--- src/rtl/microcode_sequencer_pkg.sv ---
// Shared types for the microcode sequencer.
//   instr_length : decoded instruction cycle class (CYCLE5/CYCLE7/CYCLE12)
//   seq_state    : sequencer FSM states
//   INT_CYCLES   : length of the interrupt-entry sequence in CPU cycles
//   exec_steps() : number of microcode EXEC steps for an instruction length
package microcode_sequencer_pkg;

    typedef enum logic [1:0] {
        CYCLE5,
        CYCLE7,
        CYCLE12
    } instr_length;

    typedef enum logic [2:0] {
        SEQ_FETCH,
        SEQ_DECODE,
        SEQ_EXEC,
        SEQ_INT,
        SEQ_HALT
    } seq_state;

    localparam int unsigned INT_CYCLES = 12;

    // Fetch and decode take one cycle each, so EXEC covers the remainder.
    function automatic logic [3:0] exec_steps(input instr_length len);
        case (len)
            CYCLE5:  exec_steps = 4'd3;
            CYCLE7:  exec_steps = 4'd5;
            CYCLE12: exec_steps = 4'd10;
            default: exec_steps = 4'd3;
        endcase
    endfunction

endpackage

--- src/rtl/microcode_sequencer.sv ---
// Instruction timing sequencer: steps fetch, decode and execute cycles, walks
// microcode ROM addresses, and arbitrates interrupt entry and HALT at
// instruction boundaries. Two clk_2x_en ticks (phase 0, phase 1) make one CPU
// cycle; all state holds when clk_2x_en is low.
//   clk, reset            : core clock, synchronous active-high reset
//   clk_2x_en             : tick enable
//   microcode_start_addr,
//   cycle_length,
//   skip_pc_increment,
//   disable_interrupt     : registered decoder outputs
//   halt_req              : HALT/SLP request from microcode
//   interrupt_req/_enable : pending interrupt level and I flag
//   fetch_en, pc_increment,
//   instr_done, interrupt_ack : one-clk pulses
//   microcode_addr/_valid/_phase : ROM address {slot, step}, valid, phase
//   halted                : high while in HALT
module microcode_sequencer
    import microcode_sequencer_pkg::*;
#(
    parameter logic [6:0]  INT_START_ADDR = 7'd98,
    parameter int unsigned STEP_BITS      = 4
) (
    input  logic                   clk,
    input  logic                   reset,
    input  logic                   clk_2x_en,
    input  logic [6:0]             microcode_start_addr,
    input  instr_length            cycle_length,
    input  logic                   skip_pc_increment,
    input  logic                   disable_interrupt,
    input  logic                   halt_req,
    input  logic                   interrupt_req,
    input  logic                   interrupt_enable,
    output logic                   fetch_en,
    output logic                   pc_increment,
    output logic [6+STEP_BITS:0]   microcode_addr,
    output logic                   microcode_valid,
    output logic                   microcode_phase,
    output logic                   instr_done,
    output logic                   interrupt_ack,
    output logic                   halted
);

    localparam logic [STEP_BITS-1:0] IntLast  = STEP_BITS'(INT_CYCLES - 1);
    // The first two interrupt cycles are idle before the ROM routine runs.
    localparam logic [STEP_BITS-1:0] IntIdle  = STEP_BITS'(2);

    seq_state             state_q, state_d;
    logic                 phase_q;
    logic [STEP_BITS-1:0] step_q, step_d;
    logic [STEP_BITS-1:0] nsteps_q, nsteps_d;
    logic [6:0]           slot_q, slot_d;
    logic                 inhibit_q, inhibit_d;
    logic                 skip_q, skip_d;
    logic                 halt_pend_q, halt_pend_d;
    logic                 fetch_d, pcinc_d, done_d, ack_d;
    logic                 halt_seen;
    logic [STEP_BITS-1:0] int_step;

    always_ff @(posedge clk) begin
        if (reset) begin
            state_q      <= SEQ_FETCH;
            phase_q      <= 1'b0;
            step_q       <= '0;
            nsteps_q     <= '0;
            slot_q       <= '0;
            inhibit_q    <= 1'b0;
            skip_q       <= 1'b0;
            halt_pend_q  <= 1'b0;
            fetch_en     <= 1'b0;
            pc_increment <= 1'b0;
            instr_done   <= 1'b0;
            interrupt_ack <= 1'b0;
        end else begin
            // Pulses last exactly one clk regardless of the enable.
            fetch_en      <= clk_2x_en & fetch_d;
            pc_increment  <= clk_2x_en & pcinc_d;
            instr_done    <= clk_2x_en & done_d;
            interrupt_ack <= clk_2x_en & ack_d;
            if (clk_2x_en) begin
                state_q     <= state_d;
                phase_q     <= ~phase_q;
                step_q      <= step_d;
                nsteps_q    <= nsteps_d;
                slot_q      <= slot_d;
                inhibit_q   <= inhibit_d;
                skip_q      <= skip_d;
                halt_pend_q <= halt_pend_d;
            end
        end
    end

    always_comb begin
        state_d     = state_q;
        step_d      = step_q;
        nsteps_d    = nsteps_q;
        slot_d      = slot_q;
        inhibit_d   = inhibit_q;
        skip_d      = skip_q;
        halt_pend_d = halt_pend_q;
        fetch_d     = 1'b0;
        pcinc_d     = 1'b0;
        done_d      = 1'b0;
        ack_d       = 1'b0;
        // A request on the final EXEC tick still counts for this boundary.
        halt_seen   = halt_pend_q | halt_req;

        unique case (state_q)
            SEQ_FETCH: begin
                if (!phase_q) fetch_d = 1'b1;
                else          state_d = SEQ_DECODE;
            end
            SEQ_DECODE: begin
                if (!phase_q) begin
                    slot_d      = microcode_start_addr;
                    nsteps_d    = STEP_BITS'(exec_steps(cycle_length));
                    inhibit_d   = disable_interrupt;
                    skip_d      = skip_pc_increment;
                    halt_pend_d = 1'b0;
                end else begin
                    pcinc_d = ~skip_q;
                    step_d  = '0;
                    state_d = SEQ_EXEC;
                end
            end
            SEQ_EXEC: begin
                halt_pend_d = halt_seen;
                if (phase_q) begin
                    if (step_q == nsteps_q - 1'b1) begin
                        done_d      = 1'b1;
                        inhibit_d   = 1'b0;
                        halt_pend_d = 1'b0;
                        step_d      = '0;
                        if (interrupt_req && interrupt_enable && !inhibit_q) begin
                            state_d = SEQ_INT;
                        end else if (halt_seen) begin
                            state_d = SEQ_HALT;
                        end else begin
                            state_d = SEQ_FETCH;
                        end
                    end else begin
                        step_d = step_q + 1'b1;
                    end
                end
            end
            SEQ_INT: begin
                // step_q counts interrupt cycles here, not ROM steps.
                if (!phase_q && step_q == '0) ack_d = 1'b1;
                if (phase_q) begin
                    if (step_q == IntLast) begin
                        step_d  = '0;
                        state_d = SEQ_FETCH;
                    end else begin
                        step_d = step_q + 1'b1;
                    end
                end
            end
            SEQ_HALT: begin
                if (phase_q && interrupt_req) begin
                    step_d  = '0;
                    state_d = interrupt_enable ? SEQ_INT : SEQ_FETCH;
                end
            end
            default: state_d = SEQ_FETCH;
        endcase
    end

    assign int_step        = step_q - IntIdle;
    assign microcode_phase = phase_q;
    assign halted          = (state_q == SEQ_HALT);
    assign microcode_valid = (state_q == SEQ_EXEC) ||
                             ((state_q == SEQ_INT) && (step_q >= IntIdle));

    always_comb begin
        microcode_addr = '0;
        if (state_q == SEQ_EXEC) begin
            microcode_addr = {slot_q, step_q};
        end else if (state_q == SEQ_INT && step_q >= IntIdle) begin
            microcode_addr = {INT_START_ADDR, int_step};
        end
    end

endmodule
--- config.mk ---
export PLATFORM = sky130hd
export DESIGN_NAME = microcode_sequencer
export DESIGN_NICKNAME = d
export VERILOG_FILES = /design/src/rtl/microcode_sequencer_pkg.sv /design/src/rtl/microcode_sequencer.sv
export SDC_FILE = /design/constraint.sdc
export NUM_CORES = 1
export LEC_CHECK = 0
export ABC_AREA = 1
export CAP_MARGIN = 20
export CORE_MARGIN = 10
export CORE_UTILIZATION = 45
export CTS_BUF_LIST = sky130_fd_sc_hd__clkbuf_4
export DETAILED_ROUTE_END_ITERATION = 7
export GPL_TIMING_DRIVEN = 0
export PLACE_DENSITY = 0.74
export SLEW_MARGIN = 20
export SYNTH_ARGS = -nofsm -noshare
export SYNTH_HDL_FRONTEND = slang
export SYNTH_SLANG_ARGS = --single-unit
--- constraint.sdc ---
create_clock -name clk -period 1.6 [get_ports clk]
set_clock_uncertainty 0.2 [all_clocks]
set_input_delay 0.24 -clock clk [delete_from_list [all_inputs] [get_ports clk]]
set_output_delay 0.24 -clock clk [all_outputs]
set_load 0.05 [all_outputs]
* Yosys cells after proc, flatten, opt, wreduce, memory -nomap -nowiden
Index checks and enable logic that the tools add are counted.
Operators by class: $add $sub $neg 3, magnitude comparators 1, equal/unequal tests 16, mux-type cells 38, bitwise operators 7, reductions and logical operators 17
Operators with widths (number):
- $mux W3 | 9
- $mux W4 | 6
- $mux W11 | 2
- $pmux W4 S4 | 1
- $mux W1 | 15
- $pmux W3 S5 | 1
- $ne A2 B2 Y1 const B | 7
- $pmux W4 S2 | 1
- $reduce_and A8 Y1 | 1
- $eq A3 B2 Y1 const B | 2
- $reduce_and A3 Y1 | 2
- $reduce_and A6 Y1 | 1
- $logic_and A1 B1 Y1 | 5
- $reduce_and A5 Y1 | 1
- $add A4 B1 Y4 const B | 1
- $and A1 B1 Y1 | 4
- $eq A4 B4 Y1 | 1
- $eq A4 B4 Y1 const B | 1
- $ge A4 B2 Y1 const B | 1
- $logic_not A4 Y1 | 1
- $pmux W1 S2 | 2
- $reduce_bool A4 Y1 | 1
- $sub A4 B1 Y4 const B | 1
- $sub A4 B2 Y4 const B | 1
- 12 further kinds | 14
Word-level totals: flip-flop bits (word level) 26, output and inout bits 18

* Depth between registers and ports, before layout
word-level depth 6, gate-level depth with buffers 14, gate-level depth less buffers 14

* Worst setup path before layout
No wires, ideal clock.
kind register to output, from register step_q[1], to output port microcode_addr[3], arrival time 2.168 ns, setup slack -1.008 ns, stages on the path, launching flop included 10, path through dfxtp_1 -> ha_1 -> nor2_1 -> nand2_1 -> nand2_1 -> inv_1 -> nor2_1 -> inv_1 -> o21ai_0 -> a21oi_1
On the way: cells in the longest elaborated chain, start to end 4
RTL lines:
- from (decl) | RTL line microcode_sequencer.sv:49 | logic [STEP_BITS-1:0] step_q, step_d;
- from (signal assigned) | RTL line microcode_sequencer.sv:82 | step_q <= step_d;
- $ge A4 B2 Y1 | RTL line microcode_sequencer.sv:177 | end else if (state_q == SEQ_INT && step_q >= IntIdle) begin
- $logic_and A1 B1 Y1 | RTL line microcode_sequencer.sv:177
- $mux W11 * | RTL line microcode_sequencer.sv:177
- $mux W11 * | RTL line microcode_sequencer.sv:175 | if (state_q == SEQ_EXEC) begin
- to (decl) | RTL line microcode_sequencer.sv:35 | output logic [6+STEP_BITS:0] microcode_addr,
Mark *: on every way between the ends. The rest lies on a longest branch, timed or not.

* Final worst setup path
from register state_q[2], to output port microcode_addr[2]
On the way: cells in the longest elaborated chain, start to end 4
RTL lines:
- from (decl) | RTL line microcode_sequencer.sv:47 | seq_state state_q, state_d;
- from (signal assigned) | RTL line microcode_sequencer.sv:80 | state_q <= state_d;
- $eq A3 B2 Y1 | RTL line microcode_sequencer.sv:177
- $logic_and A1 B1 Y1 | RTL line microcode_sequencer.sv:177
- $mux W11 | RTL line microcode_sequencer.sv:177
- $mux W11 * | RTL line microcode_sequencer.sv:175
Marks and branches as above.

==> insert_results.sql <==
INSERT INTO impl_metrics (metric_group, metric, value, unit) VALUES
('drt', 'vias_per_cell', '5.14', ''),
('worst_setup_path', 'worstSetupPathType', 'flop to output pin', ''),
('logic_synthesis', 'post_synth_and_or_nand_nor_area_fraction', '34.2', '%'),
('clock_network', 'number_of_cts_inserted_buffers', '3', ''),
('floorplan', 'initial_core_util', '47.4', '%'),
('worst_setup_path', 'critical_path_endpoint_category', 'output pin', ''),
('timing', 'finalSetupViolCount', '30', ''),
('final_layout', 'filler_cells', '194', ''),
('placement', 'place_ws', '-0.797', 'ns'),
('clock_network', 'clk_transition_reported_paths', '0.17', 'ns'),
('logic_synthesis', 'synth.area.mux_share', '0', '%'),
('drt', 'drt_iter0_drc', '176', ''),
('final_layout', 'final_core_util', '84.5', '%'),
('timing', 'slew_headroom', '55.3', '%'),
('logic_synthesis', 'post_synth_instance_area', '1470', 'sq um'),
('timing', 'least_margin_pin_slew', '0.671', 'ns'),
('final_layout', 'insertedDiodeCount', '0', ''),
('logic_synthesis', 'synth_cell_type_count', '32', ''),
('drt', 'drc', '0', ''),
('final_layout', 'drive_gt1_share', '47.0', '%'),
('worst_setup_path', 'timing.critical_path.slowest_cell_delay', '0.40', 'ns'),
('logic_synthesis', 'synth_top_family_by_area', 'simple AND/OR/NAND/NOR gates', ''),
('clock_network', 'cts-hold-fix-buffers', '0', ''),
('worst_setup_path', 'crit_path_cell_chain', 'buf_12 -> nor2_4 -> nand2_4 -> buf_4 -> buf_4 -> o22ai_2 -> buf_6', ''),
('timing', 'final.setup.worst_slack', '-0.487', 'ns'),
('floorplan', 'die_area', '5960', 'sq um'),
('placement', 'placement.cell_area', '1950', 'sq um'),
('run', 'drv.max_cap_violation_count', '0', ''),
('placement', 'detailed_place_hpwl', '2.87', 'mm'),
('final_layout', 'layout.cells.non_filler', '325', ''),
('timing', 'maxClockFrequency', '479', 'MHz'),
('logic_synthesis', 'cell_count_after_synthesis', '217', ''),
('clock_network', 'cts_root_buffer', 'sky130_fd_sc_hd__clkbuf_4', ''),
('floorplan', 'die-height', '77.2', 'microns'),
('worst_setup_path', 'critical_path_buf_inv_count', '4', ''),
('logic_synthesis', 'synth.area.top_cells', 'sky130_fd_sc_hd__dfxtp_1 35%, sky130_fd_sc_hd__nand2_1 13%, sky130_fd_sc_hd__inv_1 7.1%, sky130_fd_sc_hd__nor2_1 6.9%, sky130_fd_sc_hd__ha_1 5.1%', ''),
('logic_synthesis', 'number_of_warning_messages_in_the_yosys_log', '0', ''),
('clock_network', 'number_of_h_tree_levels', '1', ''),
('logic_synthesis', 'synth_xor_xnor_area_share', '2.38', '%'),
('drt', 'first_pass_iters', '4', ''),
('floorplan', 'fp-row-count', '20', ''),
('logic_synthesis', 'synth.net_count', '240', ''),
('clock_network', 'cts_tree', 'yes', ''),
('worst_setup_path', 'worst_ep_required_time', '1.16', 'ns'),
('drt', 'drt.antenna.violating_nets', '0', ''),
('final_layout', 'final_nets', '305', ''),
('placement', 'port_buffers', '34', ''),
('final_layout', 'flow.area_growth_from_synthesis', '78.2', '%'),
('final_layout', 'final_cell_area', '2620', 'sq um'),
('drt', 'avgRoutedWirePerCell', '15.9', 'microns'),
('clock_network', 'cts_buffer_depth', '2', ''),
('grt', 'first_global_vias', '1621', ''),
('timing', 'finalWorstPathRequiredPeriod', '2.09', 'ns'),
('worst_setup_path', 'critPathTopFamily', 'buffers and inverters', ''),
('grt', 'largest_net_degree_at_the_start_of_global_routing', '16', ''),
('run_status', 'run_status', 'complete, but fails checks', ''),
('logic_synthesis', 'synth_compound_area_share', '12.8', '%'),
('pwr', 'finalPower', '3.68', 'mW'),
('worst_setup_path', 'most_frequent_cell_on_the_critical_path', 'sky130_fd_sc_hd__buf_4', ''),
('drt', 'routed-via-count', '1672', ''),
('timing', 'slew_violations', '0', ''),
('timing', 'grt_setup_unrepaired', 'true', ''),
('clock_network', 'tritoncts_num_sinks', '26', ''),
('placement', 'placed_cells_incl_taps', '295', ''),
('grt', 'antenna_found_initial', '0', ''),
('logic_synthesis', 'netlist.top_cell.by_area', 'sky130_fd_sc_hd__dfxtp_1', ''),
('grt', 'grt_first_pass_wirelength', '7.41', 'mm'),
('run_status', 'failed_checks', 'setup timing', ''),
('worst_setup_path', 'setup.worst_path.start_class', 'flop', ''),
('pwr', 'power_density_relative_to_cell_area', '1400', 'nW/um^2'),
('pwr', 'p_leak', '1.09', 'nW');
Yosys cell counts (all sizes together):
cell	n
o21a	1
nand3b	1
ha	6
a21oi	14
nor4	1
xor2	3
nor3b	1
o22ai	1
o211ai	1
inv	32
dfxtp	26
nand3	16
clkbuf	3
o21ai	15
nor2	30
buf	2
xnor2	1
nand2	53
nor3	3
nand4	5
a211oi	2
worst reg2reg max path: cells and delay by family (launching register included):
kind | cells | cell delay (ns)
flops | 1 | 0.41
simple gates | 3 | 0.35
buf+inv | 4 | 0.43
compound gates | 3 | 0.41
final timing paths:
kind | start | endpoint | slack (ns) | depth (start not counted)
worst max-delay path | state_q[2] | microcode_addr[2] | -0.49 | 7
worst min-delay path | skip_q | pc_increment | 0.26 | 1
worst max register to register | state_q[2] | step_q[0] | -0.31 | 10
worst min register to register | skip_q | pc_increment | 0.26 | 1
cell families (layout without fill, tap and decap cells):
| family | Yosys count | after routing |
|---|---|---|
| buf+inv | 37 | 100 |
| xor+xnor | 4 | 4 |
| compound gates | 34 | 34 |
| fa+ha+maj | 6 | 6 |
| simple gates | 110 | 111 |
| flops | 26 | 26 |
where the power goes:
group | total, mW | switching, mW | internal, mW | leakage, nW
clock network | 0.471 | 0.217 | 0.253 | 0.0279
registers | 0.850 | 0.0865 | 0.763 | 0.216
logic | 2.36 | 1.34 | 1.03 | 0.843
total | 3.68 | 1.64 | 2.04 | 1.09
per-layer routing:
| layer | global-route usage, % | part of all wire [%] | vias up |
|---|---|---|---|
| met5 | 0 | 0 | - |
| met4 | 5.47 | 1.5 | 0 |
| met3 | 4.90 | 6.2 | 9 |
| met2 | 25.6 | 53 | 53 |
| met1 | 16.7 | 39 | 779 |
| li1 | - | - | 831 |
cell usage in the layout (no fill, tap or decap), types with 4 or more instances in the layout:
cell | synthesis | routed
sky130_fd_sc_hd__nand2_1 | 51 | 37
sky130_fd_sc_hd__inv_1 | 28 | 19
sky130_fd_sc_hd__dfxtp_1 | 26 | 17
sky130_fd_sc_hd__buf_4 | 0 | 17
sky130_fd_sc_hd__clkdlybuf4s50_1 | 0 | 16
sky130_fd_sc_hd__nor2_1 | 27 | 14
sky130_fd_sc_hd__nand3_1 | 14 | 12
sky130_fd_sc_hd__nor2_4 | 1 | 11
sky130_fd_sc_hd__buf_8 | 0 | 11
sky130_fd_sc_hd__nand2_2 | 1 | 10
sky130_fd_sc_hd__a21oi_1 | 14 | 10
sky130_fd_sc_hd__buf_6 | 1 | 10
sky130_fd_sc_hd__inv_2 | 4 | 7
sky130_fd_sc_hd__o21ai_2 | 2 | 7
sky130_fd_sc_hd__nand2_4 | 1 | 6
sky130_fd_sc_hd__nor2_2 | 2 | 5
sky130_fd_sc_hd__clkdlybuf4s15_2 | 0 | 5
sky130_fd_sc_hd__dfxtp_4 | 0 | 5
sky130_fd_sc_hd__nand4_1 | 4 | 4
sky130_fd_sc_hd__o21ai_1 | 1 | 4
sky130_fd_sc_hd__ha_1 | 6 | 4
sky130_fd_sc_hd__dfxtp_2 | 0 | 4
registers in the layout (all words and copies together), names as in the netlist:
| signal | flops |
|---|---|
| inhibit_q | 1 |
| fetch_en | 1 |
| instr_done | 1 |
| microcode_phase | 1 |
| skip_q | 1 |
| nsteps_q | 4 |
| step_q | 4 |
| pc_increment | 1 |
| interrupt_ack | 1 |
| slot_q | 7 |
| state_q | 3 |
| halt_pend_q | 1 |
cell type report:
type                    instances  area (sq um)  area share, %
clock inverters                 1          30.0           1.15
inverters                      32           143           5.44
flip-flops and latches         26           544           20.8
plain buffers                   4          33.8           1.29
well taps                      44          55.1           2.10
clock buffers                   3          22.5          0.859
repair buffers                 60           656           25.0
multi-input cells             155          1140           43.4
metrics by stage:
stage | hold slack [ns] | TNS (ns)
CTS | 0.248 | -5.28
finish | 0.261 | -7.31
floorplan | 0.199 | -1.24
global placement | 0.223 | -11.16
global route | 0.281 | -9.46
detailed placement | 0.224 | -11.20
repair_timing:
item                       in CTS  in global routing
setup buffers                  16                 10
pin swaps                      15                 18
cloned                          2                  0
setup endpoints to repair      34                 35
gates resized for setup       152                 63
Note: power is estimated with default switching activity, not from simulation.
